<file path="config.mk">
export PLATFORM = sky130hd
export DESIGN_NAME = nco_sweep_ctrl
export DESIGN_NICKNAME = d
export VERILOG_FILES = /design/src/rtl/nco_sweep_ctrl.sv
export SDC_FILE = /design/constraint.sdc
export NUM_CORES = 1
export LEC_CHECK = 0
export CAP_MARGIN = 15
export CORE_ASPECT_RATIO = 1.25
export CORE_UTILIZATION = 60
export DETAILED_ROUTE_END_ITERATION = 10
export PLACE_DENSITY = 0.75
export SLEW_MARGIN = 0
export SYNTH_ARGS = -nofsm -noshare
export SYNTH_HDL_FRONTEND = slang
export SYNTH_SLANG_ARGS = --single-unit
</file>
<file path="constraint.sdc">
create_clock -name clk -period 10.5 [get_ports clk]
set_input_delay 2.1 -clock clk [delete_from_list [all_inputs] [get_ports clk]]
set_output_delay 2.1 -clock clk [all_outputs]
set_load 0.01 [all_outputs]
</file>
<file path="src/rtl/nco_sweep_ctrl.sv">
// nco_sweep_ctrl: turns 5-byte serial packets into NCO phase-increment
// updates, either as a fixed value or as an autonomous linear sweep with a
// programmable per-step dwell time.
module nco_sweep_ctrl #(
    parameter int unsigned TIMEOUT   = 1000000,
    parameter logic [31:0] INIT_INCR = 32'h0000_0000,
    parameter int unsigned DWELL_W   = 24
) (
    input  logic        clk,
    input  logic        resetn,
    input  logic [7:0]  rx_byte,
    input  logic        rbyte_ready,
    input  logic        tick,
    output logic [31:0] angle_incr,
    output logic        incr_upd,
    output logic        sweep_busy,
    output logic        sweep_done,
    output logic        pkt_err
);

    localparam int TO_W = $clog2(TIMEOUT + 1);

    localparam logic [2:0] A_FIXED = 3'd0;
    localparam logic [2:0] A_START = 3'd1;
    localparam logic [2:0] A_STOP  = 3'd2;
    localparam logic [2:0] A_STEP  = 3'd3;
    localparam logic [2:0] A_DWELL = 3'd4;
    localparam logic [2:0] A_CTRL  = 3'd5;

    typedef enum logic {P_HDR, P_DATA} pstate_t;
    typedef enum logic [1:0] {S_IDLE, S_DWELL, S_STEP} sstate_t;

    pstate_t            p_state, p_next;
    sstate_t            s_state, s_next;

    logic [6:0]         hdr_r;
    logic [2:0][6:0]    dat_r;
    logic [1:0]         byte_cnt;
    logic [TO_W-1:0]    to_cnt;

    logic               wr_stb;
    logic [2:0]         wr_addr;
    logic [31:0]        wr_word;

    logic [31:0]        start_r, stop_r, step_r;
    logic [DWELL_W-1:0] dwell_r, dwell_cnt, dwell_eff;
    logic               loop_r;

    logic               is_hdr, to_hit, err_now, commit_now;
    logic               wr_fixed, wr_ctrl, in_range;
    logic [32:0]        next_sum;

    // ---------------- parser FSM ----------------

    // Parser state register
    always_ff @(posedge clk or negedge resetn) begin
        if (!resetn) p_state <= P_HDR;
        else         p_state <= p_next;
    end

    // Parser next state: a header byte always (re)starts a packet
    always_comb begin
        p_next = p_state;
        case (p_state)
            P_HDR:  if (rbyte_ready && is_hdr) p_next = P_DATA;
            P_DATA: begin
                if (rbyte_ready) begin
                    if (!is_hdr && byte_cnt == 2'd3) p_next = P_HDR;
                end else if (to_hit) begin
                    p_next = P_HDR;
                end
            end
            default: p_next = P_HDR;
        endcase
    end

    // Parser decoded events
    always_comb begin
        is_hdr     = rx_byte[7];
        to_hit     = (p_state == P_DATA) && !rbyte_ready && (to_cnt == TO_W'(TIMEOUT - 1));
        err_now    = (rbyte_ready && (p_state == P_HDR) && !is_hdr) ||
                     (rbyte_ready && (p_state == P_DATA) && is_hdr) || to_hit;
        commit_now = (p_state == P_DATA) && rbyte_ready && !is_hdr && (byte_cnt == 2'd3);
    end

    // Byte capture, inter-byte timeout and the registered write strobe
    always_ff @(posedge clk or negedge resetn) begin
        if (!resetn) begin
            hdr_r    <= '0;
            dat_r    <= '0;
            byte_cnt <= '0;
            to_cnt   <= '0;
            wr_stb   <= 1'b0;
            wr_addr  <= '0;
            wr_word  <= '0;
        end else begin
            if (rbyte_ready && is_hdr) begin
                hdr_r    <= rx_byte[6:0];
                byte_cnt <= '0;
            end else if (rbyte_ready && p_state == P_DATA) begin
                case (byte_cnt)
                    2'd0:    dat_r[0] <= rx_byte[6:0];
                    2'd1:    dat_r[1] <= rx_byte[6:0];
                    2'd2:    dat_r[2] <= rx_byte[6:0];
                    default: ;
                endcase
                byte_cnt <= byte_cnt + 2'd1;
            end
            if (rbyte_ready || p_state != P_DATA) to_cnt <= '0;
            else                                  to_cnt <= to_cnt + TO_W'(1);
            wr_stb <= commit_now;
            if (commit_now) begin
                wr_addr <= hdr_r[6:4];
                // 4th data byte is still on rx_byte this cycle
                wr_word <= {hdr_r[3], rx_byte[6:0], hdr_r[2], dat_r[2],
                            hdr_r[1], dat_r[1], hdr_r[0], dat_r[0]};
            end
        end
    end

    // ---------------- sweep FSM ----------------

    // Sweep decode: FIXED/CTRL writes override any sweep activity
    always_comb begin
        wr_fixed  = wr_stb && (wr_addr == A_FIXED);
        wr_ctrl   = wr_stb && (wr_addr == A_CTRL);
        dwell_eff = (dwell_r == '0) ? DWELL_W'(1) : dwell_r;
        next_sum  = {1'b0, angle_incr} + {1'b0, step_r};
        in_range  = !next_sum[32] && (next_sum[31:0] <= stop_r);
    end

    // Sweep state register
    always_ff @(posedge clk or negedge resetn) begin
        if (!resetn) s_state <= S_IDLE;
        else         s_state <= s_next;
    end

    // Sweep next state
    always_comb begin
        s_next = s_state;
        if (wr_fixed) begin
            s_next = S_IDLE;
        end else if (wr_ctrl) begin
            s_next = wr_word[0] ? S_DWELL : S_IDLE;
        end else begin
            case (s_state)
                S_DWELL: if (tick && dwell_cnt == DWELL_W'(1)) s_next = S_STEP;
                S_STEP:  s_next = (in_range || loop_r) ? S_DWELL : S_IDLE;
                default: s_next = S_IDLE;
            endcase
        end
    end

    // Sweep outputs
    always_comb begin
        sweep_busy = (s_state != S_IDLE);
    end

    // Register file, dwell counter, increment and pulse outputs
    always_ff @(posedge clk or negedge resetn) begin
        if (!resetn) begin
            start_r    <= '0;
            stop_r     <= '0;
            step_r     <= '0;
            dwell_r    <= DWELL_W'(1);
            loop_r     <= 1'b0;
            dwell_cnt  <= '0;
            angle_incr <= INIT_INCR;
            incr_upd   <= 1'b0;
            sweep_done <= 1'b0;
            pkt_err    <= 1'b0;
        end else begin
            incr_upd   <= 1'b0;
            sweep_done <= 1'b0;
            // Unmapped addresses 6/7 report at commit time
            pkt_err    <= err_now || (wr_stb && wr_addr[2:1] == 2'b11);
            if (wr_stb) begin
                case (wr_addr)
                    A_START: start_r <= wr_word;
                    A_STOP:  stop_r  <= wr_word;
                    A_STEP:  step_r  <= wr_word;
                    A_DWELL: dwell_r <= wr_word[DWELL_W-1:0];
                    A_CTRL:  loop_r  <= wr_word[1];
                    default: ;
                endcase
            end
            if (wr_fixed) begin
                angle_incr <= wr_word;
                incr_upd   <= 1'b1;
            end else if (wr_ctrl) begin
                if (wr_word[0]) begin
                    angle_incr <= start_r;
                    incr_upd   <= 1'b1;
                    dwell_cnt  <= dwell_eff;
                end
            end else begin
                case (s_state)
                    S_DWELL: if (tick) dwell_cnt <= dwell_cnt - DWELL_W'(1);
                    S_STEP: begin
                        if (in_range) begin
                            angle_incr <= next_sum[31:0];
                            incr_upd   <= 1'b1;
                            dwell_cnt  <= dwell_eff;
                        end else if (loop_r) begin
                            angle_incr <= start_r;
                            incr_upd   <= 1'b1;
                            dwell_cnt  <= dwell_eff;
                        end else begin
                            sweep_done <= 1'b1;
                        end
                    end
                    default: ;
                endcase
            end
        end
    end

endmodule

</file>
Yosys cells after proc, flatten, opt, wreduce, memory -nomap -nowiden --
Index checks and enable logic that the tools add are counted.
Word-level totals: input bits 12, word-level logic and storage cells 126, bits in registers 269
Cells by class: reductions and logical operators 41, $lt $le $gt $ge 1, multiplexer cells 38, eq/ne operators 18, bitwise gates (word level) 3, add/sub/neg operators 4
Operators with widths (count):
- $mux 32 | 6
- $mux 24 | 6
- $pmux 24 s2 | 1
- $add 32x32->33 | 1
- $le 32x32->1 | 1
- $eq 24x1->1 const B | 1
- $logic_not 24->1 | 1
- $sub 24x1->24 const B | 1
- $add 20x1->20 const B | 1
- $eq 20x20->1 const B | 1
- $mux 20 | 1
- $mux 1 | 17
- $logic_and 1x1->1 | 15
- $reduce_and 3->1 | 4
- $mux 2 | 5
- $reduce_and 2->1 | 5
- $eq 2x2->1 const B | 4
- $ne 4x4->1 const B | 2
- $eq 3x2->1 const B | 2
- $eq 3x3->1 const B | 2
- $ne 3x3->1 const B | 2
- $reduce_bool 3->1 | 2
- $logic_or 1x1->1 | 5
- $reduce_and 5->1 | 1
- 12 further kinds | 18

Logic depth before layout (Yosys ltp) --
Gate-level depths: netlist of run 1.
depth after elaboration 8, depth in mapped cells 22, gate-level depth less buffers 21

Worst setup path before layout of run 1 --
OpenSTA, ideal clock, no wires.
kind register to register, start reg angle_incr[0], end reg dwell_cnt[12], data required time 10.367 ns, arrival time 4.499 ns, library setup time 0.133 ns, buffers on the path 1, cell stages (with the launch flop) 22, path slack 5.868 ns, path through dfrtp_1 > ha_1 > inv_1 > fa_1 > nand2b_1 > a21oi_1 > o21bai_2 > a21oi_1 > o21ai_0 > a31oi_1 > xor2_1 > ha_1 > a21oi_1 > nand2_1 > a221o_1 > or3_1 > o211ai_2 > nand3_1 > a21oi_4 > buf_6 > mux2i_1 > nand2_1
Between the ends: cells in the longest elaborated chain, start to end 6, elaborated cells between the ends (all ways) 9
Ends and longest elaborated chain:
- from (decl) | RTL line 14 | output logic [31:0] angle_incr,
- from (signal assigned) | RTL line 188 | angle_incr <= wr_word;
- from (signal assigned) | RTL line 192 | angle_incr <= start_r;
- from (signal assigned) | RTL line 201 | angle_incr <= next_sum[31:0];
- $add 32x32->33 * | RTL line 128 | next_sum = {1'b0, angle_incr} + {1'b0, step_r};
- $le 32x32->1 or $logic_not 1->1 (tied branches) | RTL line 129 | in_range = !next_sum[32] && (next_sum[31:0] <= stop_r);
- $logic_and 1x1->1 * | RTL line 129
- $mux 24 | RTL line 200 | if (in_range) begin
- $pmux 24 s2 | RTL line 197 | case (s_state)
- $mux 24 | RTL line 190 | end else if (wr_ctrl) begin
- to (signal assigned) | RTL line 194 | dwell_cnt <= dwell_eff;
- to (signal assigned) | RTL line 198 | S_DWELL: if (tick) dwell_cnt <= dwell_cnt - DWELL_W'(1);
- to (signal assigned) | RTL line 203 | dwell_cnt <= dwell_eff;
- to (decl) | RTL line 46 | logic [DWELL_W-1:0] dwell_r, dwell_cnt, dwell_eff;
Every way passes the cells marked *; elsewhere a longest branch is shown, timed or not. A chain may end at the register's enable or synchronous reset.

Final worst setup path of run 1 --
start reg angle_incr[0], end reg dwell_cnt[16]
The elaborated chain is that of the path after synthesis.

==> results of run 1 <==
## cell type report
class / instances / area [um^2]
clock buffers: 39 / 822
repair buffers: 57 / 563
multi-input cells: 922 / 6790
clock inverters: 9 / 134
well taps: 283 / 354
flip-flops and latches: 269 / 6730
fillers: 1663 / 6920
inverters: 54 / 203
## Yosys cell counts (3+ instances only)
cell | n | area share
a211oi_1 | 6 | 0.0032
a21boi_0 | 4 | 0.0022
a21o_1 | 21 | 0.011
a21oi_1 | 107 | 0.038
a22oi_1 | 8 | 0.0043
a31oi_1 | 6 | 0.0027
and2_1 | 3 | 0.0013
and3_1 | 6 | 0.0027
buf_2 | 3 | 0.0011
buf_4 | 8 | 0.0043
clkbuf_1 | 35 | 0.0094
dfrtp_1 | 268 | 0.48
ha_1 | 71 | 0.064
inv_1 | 53 | 0.014
mux2_2 | 153 | 0.12
mux2i_1 | 31 | 0.022
nand2_1 | 107 | 0.029
nand2b_1 | 11 | 0.0049
nand3_1 | 22 | 0.0079
nand4_1 | 23 | 0.010
nor2_1 | 59 | 0.016
nor2b_1 | 10 | 0.0045
nor3_1 | 14 | 0.0050
nor3b_1 | 4 | 0.0022
nor4_1 | 11 | 0.0049
nor4b_1 | 3 | 0.0019
o211ai_1 | 6 | 0.0032
o21a_1 | 5 | 0.0027
o21ai_0 | 80 | 0.029
o21ai_1 | 4 | 0.0014
o21bai_1 | 5 | 0.0027
o22ai_1 | 30 | 0.013
o32ai_1 | 5 | 0.0031
or2_2 | 5 | 0.0022
or3_1 | 16 | 0.0072
or4_1 | 4 | 0.0022
xnor2_1 | 22 | 0.014
xor2_1 | 20 | 0.013
## worst reg2reg max path: cells and delay by family, from the launching register on
family | cells | cell delay (ps)
DFF | 1 | 370
and+or+nand+nor | 4 | 770
adders and majority gates | 3 | 870
AOI/OAI and AO/OA | 11 | 3660
buffers and inverters | 1 | 70
xor gates and xnor gates | 1 | 200
## cells by family (layout without fill, tap and decap cells)
family                   Yosys count  after routing  share of synthesized area
AO/OA/AOI/OAI                    316            316                      0.140
AND/OR/NAND/NOR                  308            308                      0.108
flip-flops                       269            269                      0.484
multiplexers                     184            184                      0.146
buffers and inverters            101            159                     0.0302
adder cells (fa/ha/maj)           72             72                     0.0652
XOR/XNOR                          42             42                     0.0264
## state kept, by name (all words and copies together), names as in the netlist, 2 cells and up
register / flops
dwell_cnt: 24
wr_word: 32
angle_incr: 32
dat_r: 21
stop_r: 32
step_r: 32
byte_cnt: 2
to_cnt: 20
wr_addr: 3
start_r: 32
dwell_r: 24
s_state: 2
hdr_r: 7
## worst max path at each step
| stage | from | end | slack (ps) | cells past startpoint |
|---|---|---|---|---|
| after floorplan | angle_incr[0] | dwell_cnt[12] | 5870 | 21 |
| final | angle_incr[0] | dwell_cnt[16] | 4470 | 20 |
| after global routing | angle_incr[0] | dwell_cnt[16] | 4030 | 20 |
| after global placement | angle_incr[0] | dwell_cnt[16] | 4770 | 20 |
| after detailed placement | angle_incr[0] | dwell_cnt[16] | 4590 | 20 |
| after CTS | angle_incr[0] | dwell_cnt[16] | 4580 | 20 |
## power by group through the flow
stage / sequential [mW] / clock, mW / combinational (mW)
after floorplan: 1.37 / 0 / 0.906
after global placement: 1.44 / 0 / 1.22
after detailed placement: 1.46 / 0 / 1.25
after CTS: 1.44 / 1.04 / 1.26
after global routing: 1.47 / 1.08 / 1.37
final: 1.45 / 1.01 / 1.26
## per-layer routing
layer	wire, um	vias to the layer above
met2	16400	251
met4	1430	0
met1	14500	5061
li1	-	4773
met3	1530	68
met5	0	-
## metrics by stage
stage | instance area [um^2] | std cells
5_1_grt | 15600 | 1633
3_5_place_dp | 14600 | 1585
6_report | 15600 | 1633
2_1_floorplan | 13900 | 1292
4_1_cts | 15600 | 1633
3_3_place_gp | 14600 | 1585
==> metrics.txt, run 1 <==
# TYPE chip_impl_metric gauge
chip_impl_info{name="status",value="finished, violations left"} 1
chip_impl_info{name="violations",value="design-rule violations"} 1
chip_impl_metric{name="worstPathBufferInverterCount",unit=""} 1
chip_impl_metric{name="post_synth_instance_area",unit="um^2"} 13900
chip_impl_metric{name="detail_route.vias_per_cell",unit=""} 6.22
chip_impl_metric{name="drc_errors",unit=""} 8
chip_impl_info{name="worst-setup-path-type",value="reg -> reg"} 1
chip_impl_metric{name="slew_viol_final",unit=""} 0
chip_impl_metric{name="ys_ff_latch",unit=""} 269
chip_impl_metric{name="synth.lib_cells_used.distinct",unit=""} 73
chip_impl_metric{name="die_width",unit="um"} 138
chip_impl_info{name="final_common_cell",value="dfrtp_1"} 1
chip_impl_metric{name="place_congestion",unit=""} 0.937
chip_impl_metric{name="dr_total_vias",unit=""} 10200
chip_impl_info{name="critPathCaptureType",value="flip-flop"} 1
chip_impl_metric{name="clockBufferDepth",unit=""} 3
chip_impl_metric{name="post-cts-setup-buffers",unit=""} 0
chip_impl_metric{name="number_of_global_route_vias_before_repair",unit=""} 10000
chip_impl_metric{name="grtUsageMet3",unit=""} 0.0360
chip_impl_metric{name="met2_usage",unit=""} 0.503
chip_impl_metric{name="synth-edff-count",unit=""} 0
chip_impl_metric{name="ioPinCount",unit=""} 48
chip_impl_metric{name="rows",unit=""} 61
chip_impl_metric{name="clkSlewWorstSetupHoldPaths",unit="ps"} 60
chip_impl_metric{name="ys_seq_area_frac",unit=""} 0.484
chip_impl_metric{name="regToRegSetupSlack",unit="ps"} 4470
chip_impl_metric{name="clock_power_share",unit=""} 0.273
chip_impl_metric{name="fin_skew",unit="ps"} 18.0
chip_impl_metric{name="fp.dieArea",unit="um^2"} 23800
chip_impl_metric{name="use_met1",unit=""} 0.377
chip_impl_metric{name="cp.required",unit="ps"} 10920
chip_impl_metric{name="antenna_cells",unit=""} 0
chip_impl_metric{name="syn_inst",unit=""} 1292
chip_impl_info{name="tritoncts",value="done"} 1
chip_impl_metric{name="min_delay_path_depth",unit=""} 1
chip_impl_metric{name="critical_path.max_stage_delay",unit="ps"} 880
chip_impl_info{name="hold_path_startpoint",value="to_cnt[0]"} 1
chip_impl_metric{name="crit_fanout",unit=""} 44
chip_impl_info{name="r2r-end",value="dwell_cnt[16]"} 1
chip_impl_info{name="critical_path.most_common_cell",value="a21oi_1"} 1
chip_impl_metric{name="tritoncts.num_buffers",unit=""} 28
chip_impl_metric{name="internal_power_summed_over_all_cells",unit="mW"} 2.40
chip_impl_info{name="worst_path_max_delay_cell",value="a21oi_4"} 1
chip_impl_metric{name="wl_per_cell",unit="um"} 20.7
chip_impl_metric{name="power.net_switching",unit="mW"} 1.32
chip_impl_metric{name="synth-warning-count",unit=""} 0
chip_impl_info{name="cp_cell_sequence",value="ha_1 -> inv_1 -> fa_1 -> nand2b_1 -> a21oi_1 -> o21bai_2 -> a21oi_1 -> o21ai_0 -> a31oi_1 -> xor2_1 -> ha_1 -> a21oi_1 -> nand2_1 -> a221o_1 -> or3_1 -> o211ai_2 -> nand3_1 -> a21oi_4 -> o21ai_1 -> a221o_1"} 1
chip_impl_metric{name="portBuffers",unit=""} 47
chip_impl_metric{name="p_seq_frac",unit=""} 0.388
chip_impl_metric{name="wire_length_after_detailed_routing",unit="mm"} 33.8
chip_impl_metric{name="initial_antenna_violation_count",unit=""} 0
chip_impl_metric{name="detail-route-antenna-nets",unit=""} 0
chip_impl_metric{name="grt_first_pass_wirelength",unit="mm"} 54.5
chip_impl_info{name="final_cell_mix",value="dfrtp_1 (268), mux2_2 (153), a21oi_1 (107), nand2_1 (107), o21ai_0 (80)"} 1
chip_impl_metric{name="cts_sinks",unit=""} 269
chip_impl_metric{name="maxClockFrequency",unit="MHz"} 166
chip_impl_metric{name="grt_max_degree",unit=""} 185
chip_impl_metric{name="max-vdd-ir-drop",unit="mV"} 0.211
chip_impl_metric{name="power.density_cell_area",unit="nW/um^2"} 239
chip_impl_metric{name="area_delta_synth_final",unit="%"} 12.0
chip_impl_metric{name="initialDrtViolationCount",unit=""} 663
chip_impl_metric{name="synthArstFlopShare",unit=""} 1.00
chip_impl_metric{name="worst_r2r_path_depth",unit=""} 20
chip_impl_metric{name="share_comb_of_total_power",unit=""} 0.339
chip_impl_info{name="postSynth.topFlopCell",value="dfrtp_1"} 1
chip_impl_metric{name="dp_hpwl",unit="mm"} 22.6
chip_impl_metric{name="setup_violations",unit=""} 0
chip_impl_info{name="reg2reg_from",value="angle_incr[0]"} 1
chip_impl_metric{name="post-place-ws",unit="ps"} 4590
chip_impl_metric{name="die_height",unit="um"} 172
chip_impl_metric{name="fin_crit_sh",unit=""} 0.574
chip_impl_metric{name="synthesis.nets",unit=""} 1376
chip_impl_metric{name="grt_remaining_overflow",unit=""} 0
chip_impl_metric{name="p_leak",unit="nW"} 7.38
chip_impl_metric{name="fin_hold_ws",unit="ps"} 491
chip_impl_metric{name="setup_slack",unit="ps"} 4470
chip_impl_info{name="worst_hold_path_type",value="reg -> reg"} 1
chip_impl_metric{name="min_period",unit="ps"} 6030
chip_impl_metric{name="worstMarginPinSlew",unit="ps"} 1120
chip_impl_metric{name="setup_total_negative_slack",unit="ps"} 0
chip_impl_metric{name="final_util",unit=""} 0.693
chip_impl_info{name="cts_root_buf",value="clkbuf_16"} 1
chip_impl_metric{name="htreeDepth",unit=""} 1
chip_impl_info{name="path_delay_family",value="compound AO/OA/AOI/OAI gates"} 1
chip_impl_metric{name="design_power_total",unit="mW"} 3.72
chip_impl_info{name="critical_path.startpoint_type",value="flip-flop"} 1
chip_impl_metric{name="start_util",unit=""} 0.618
chip_impl_metric{name="p_sw_frac",unit=""} 0.356
chip_impl_metric{name="drive_gt1_frac",unit=""} 0.175
chip_impl_info{name="top_usage_layer",value="met2"} 1
chip_impl_metric{name="firstDrtPassIters",unit=""} 8
chip_impl_metric{name="reported_max_cap_violation_count",unit=""} 0
chip_impl_metric{name="post_cts.resized_instances",unit=""} 0
chip_impl_metric{name="grt.total_usage",unit=""} 0.293
chip_impl_metric{name="insertion_delay",unit="ps"} 550
chip_impl_metric{name="slew_limit_headroom",unit=""} 0.255
chip_impl_metric{name="cts-hold-fix-buffers",unit=""} 0
chip_impl_info{name="worstHoldEndpoint",value="to_cnt[0]"} 1
chip_impl_metric{name="layout_net_count",unit=""} 1416
chip_impl_metric{name="avgSynthCellArea",unit="um^2"} 10.8
chip_impl_metric{name="core_region_area",unit="um^2"} 22500
chip_impl_info{name="rsz0062_at_grt",value="false"} 1
chip_impl_metric{name="worstPathArrival",unit="ps"} 6450
chip_impl_metric{name="endpoints_failing_hold",unit=""} 0
No activity file was read; power rests on OpenSTA's default activity.
==> inputs of run 2 (changes only) <==
CORE_UTILIZATION = 56   (was 60)
PLACE_DENSITY = 0.74   (was 0.75)
clock period = 4.93 ns   (was 10.5 ns; I/O delays follow)
==> metrics.txt, run 2 (same netlist as run 1, synthesis figures left out) <==
# TYPE chip_impl_metric gauge
chip_impl_metric{name="wl_per_cell",unit="um"} 19.9
chip_impl_metric{name="dr_total_vias",unit=""} 10400
chip_impl_metric{name="area_delta_synth_final",unit="%"} 17.3
chip_impl_metric{name="final_util",unit=""} 0.668
chip_impl_metric{name="power.density_cell_area",unit="nW/um^2"} 515
chip_impl_metric{name="rows",unit=""} 64
chip_impl_metric{name="worstMarginPinSlew",unit="ps"} 1090
chip_impl_metric{name="reported_max_cap_violation_count",unit=""} 0
chip_impl_metric{name="design_power_total",unit="mW"} 8.41
chip_impl_info{name="maxUsedRoutingLayer",value="met4"} 1
chip_impl_metric{name="detail-route-antenna-nets",unit=""} 0
chip_impl_info{name="tritoncts",value="done"} 1
chip_impl_metric{name="drc_errors",unit=""} 0
chip_impl_metric{name="maxClockFrequency",unit="MHz"} 212
chip_impl_info{name="critPathCaptureType",value="flip-flop"} 1
chip_impl_metric{name="detail_route.vias_per_cell",unit=""} 5.98
chip_impl_metric{name="firstDrtPassIters",unit=""} 5
chip_impl_metric{name="grt_remaining_overflow",unit=""} 0
chip_impl_metric{name="wire_length_after_detailed_routing",unit="mm"} 34.7
chip_impl_metric{name="initialDrtViolationCount",unit=""} 671
chip_impl_metric{name="portBuffers",unit=""} 47
chip_impl_metric{name="insertion_delay",unit="ps"} 550
chip_impl_metric{name="initial_antenna_violation_count",unit=""} 0
chip_impl_metric{name="slew_limit_headroom",unit=""} 0.271
chip_impl_metric{name="n_fill_cell",unit=""} 1868
chip_impl_metric{name="worst_r2r_path_depth",unit=""} 20
chip_impl_metric{name="start_util",unit=""} 0.570
chip_impl_metric{name="met2_wirelength",unit="mm"} 16.6
chip_impl_info{name="final_cell_mix",value="dfrtp_1 (268), mux2_2 (153), nand2_1 (107)"} 1
chip_impl_info{name="status",value="complete, no violations"} 1
chip_impl_metric{name="regToRegSetupSlack",unit="ps"} 210
chip_impl_metric{name="die_height",unit="um"} 178
chip_impl_metric{name="wl_met3",unit="mm"} 1.34
chip_impl_metric{name="grt.total_usage",unit=""} 0.285
chip_impl_metric{name="fin_skew",unit="ps"} 11.1
chip_impl_metric{name="endpoints_failing_hold",unit=""} 0
chip_impl_metric{name="drive_gt1_frac",unit=""} 0.223
chip_impl_metric{name="antenna_cells",unit=""} 0
chip_impl_metric{name="clockBufferDepth",unit=""} 3
chip_impl_metric{name="tritoncts.num_buffers",unit=""} 27
chip_impl_info{name="worst_path_max_delay_cell",value="dfrtp_1"} 1
chip_impl_metric{name="place_congestion",unit=""} 0.924
chip_impl_metric{name="p_leak",unit="nW"} 7.72
chip_impl_metric{name="number_of_global_route_vias_before_repair",unit=""} 10400
chip_impl_info{name="cp_cell_sequence",value="ha_1 -> o211ai_1 -> a21boi_1 -> nand3_2 -> a21oi_4 -> buf_4 -> a41oi_2 -> o21ai_0 -> xnor2_1 -> ha_1 -> nand4_1 -> nor3_1 -> a221o_1 -> or3_4 -> o211ai_4 -> buf_4 -> a21oi_4 -> a211oi_4 -> buf_6 -> a21oi_1"} 1
chip_impl_metric{name="dpl_cell_area",unit="um^2"} 15100
chip_impl_metric{name="cts_sinks",unit=""} 269
chip_impl_metric{name="fin_crit_sh",unit=""} 0.958
chip_impl_metric{name="crit_fanout",unit=""} 13
chip_impl_info{name="critical_path.startpoint_type",value="flip-flop"} 1
chip_impl_metric{name="setup_violations",unit=""} 0
chip_impl_info{name="worst_hold_path_type",value="in -> async"} 1
chip_impl_metric{name="max-vdd-ir-drop",unit="mV"} 0.607
chip_impl_metric{name="grt_max_degree",unit=""} 102
chip_impl_metric{name="fp.dieArea",unit="um^2"} 25500
chip_impl_metric{name="grt_first_pass_wirelength",unit="mm"} 56.0
chip_impl_metric{name="min_period",unit="ps"} 4720
chip_impl_metric{name="die_width",unit="um"} 143
chip_impl_metric{name="worstPathArrival",unit="ps"} 5150
chip_impl_info{name="worst-setup-path-type",value="reg -> reg"} 1
chip_impl_metric{name="layout_net_count",unit=""} 1475
chip_impl_info{name="reg2reg_from",value="angle_incr[6]"} 1
chip_impl_metric{name="met1_length",unit="mm"} 14.8
chip_impl_info{name="r2r-end",value="angle_incr[1]"} 1
chip_impl_metric{name="dp_hpwl",unit="mm"} 24.4
chip_impl_metric{name="critical_path.max_stage_delay",unit="ps"} 390
chip_impl_metric{name="slew_viol_final",unit=""} 0
chip_impl_metric{name="core_region_area",unit="um^2"} 24400
chip_impl_metric{name="ioPinCount",unit=""} 48
chip_impl_metric{name="cp.required",unit="ps"} 5360
chip_impl_metric{name="htreeDepth",unit=""} 1
chip_impl_info{name="cts_root_buf",value="clkbuf_16"} 1
chip_impl_info{name="final_common_cell",value="dfrtp_1"} 1
chip_impl_metric{name="final_area",unit="um^2"} 16300
chip_impl_metric{name="clkSlewWorstSetupHoldPaths",unit="ps"} 70
==> run 2: cell count changes in the layout (fill, tap and decap cells not counted), moves of 3 or more <==
cell / change
buf_12: +6
a21oi_2: +4
a21oi_1: -5
o21ai_0: -3
clkbuf_8: -4
buf_4: +48
buf_6: +3
==> run 2: through the flow <==
stage | cells | setup slack (ps) | setup TNS (ps) | hold slack, ps
after floorplan | 1292 | 298 | 0 | 455
after CTS | 1725 | 18.1 | 0 | 479
after global placement | 1677 | 92.7 | 0 | 478
after global routing | 1740 | -44.9 | -933 | 505
after detailed placement | 1677 | -51.2 | -199 | 487
final | 1740 | 207 | 0 | 431
==> run 2: how the worst max path moves through the flow <==
stage	end	start	cells past startpoint
2_1_floorplan	dwell_cnt[12]	angle_incr[0]	21
3_3_place_gp	angle_incr[29]	angle_incr[6]	20
3_5_place_dp	angle_incr[29]	angle_incr[0]	22
4_1_cts	angle_incr[20]	angle_incr[0]	23
5_1_grt	angle_incr[1]	angle_incr[3]	20
6_report	angle_incr[1]	angle_incr[6]	20
==> run 2: final cells by class <==
cell class	instances	area (um^2)	area share
repair buffers	117	1130	0.0695
clock buffers	35	746	0.0457
flip-flops and latches	269	6730	0.412
multi-input cells	922	6910	0.423
well taps	330	413	0.0253
inverters	54	203	0.0124
clock inverters	13	191	0.0117
==> run 2: worst max-delay path: cells and delay by family (launching register included) <==
family,cells,cell delay (ps)
AO/OA/AOI/OAI,10,2090
AND/OR/NAND/NOR,4,680
adder cells (fa/ha/maj),2,670
buffers and inverters,3,540
flip-flops,1,390
XOR/XNOR,1,220
==> run 2: routing by layer <==
metal	vias to the layer above	track usage
met1	5189	0.365
met3	81	0.0346
met4	0	0.157
met5	-	0
met2	251	0.469
li1	4879	-
==> run 2: power breakdown <==
part,internal [mW],switching [mW],leakage (nW),total [mW]
registers,2.59,0.474,3.61,3.06
logic,1.56,1.62,3.66,3.18
clock network,1.28,0.887,0.453,2.17
==> run 2: repair_timing <==
item / 4_1_cts / 5_1_grt
gates resized for setup: 6 / 26
buffers inserted: 0 / 12
endpoints found under the setup margin: 32 / 57
hold buffers: 0 / 0
endpoints found under the hold margin: 0 / 0
pin swaps: 1 / 15
cloned: 0 / 2
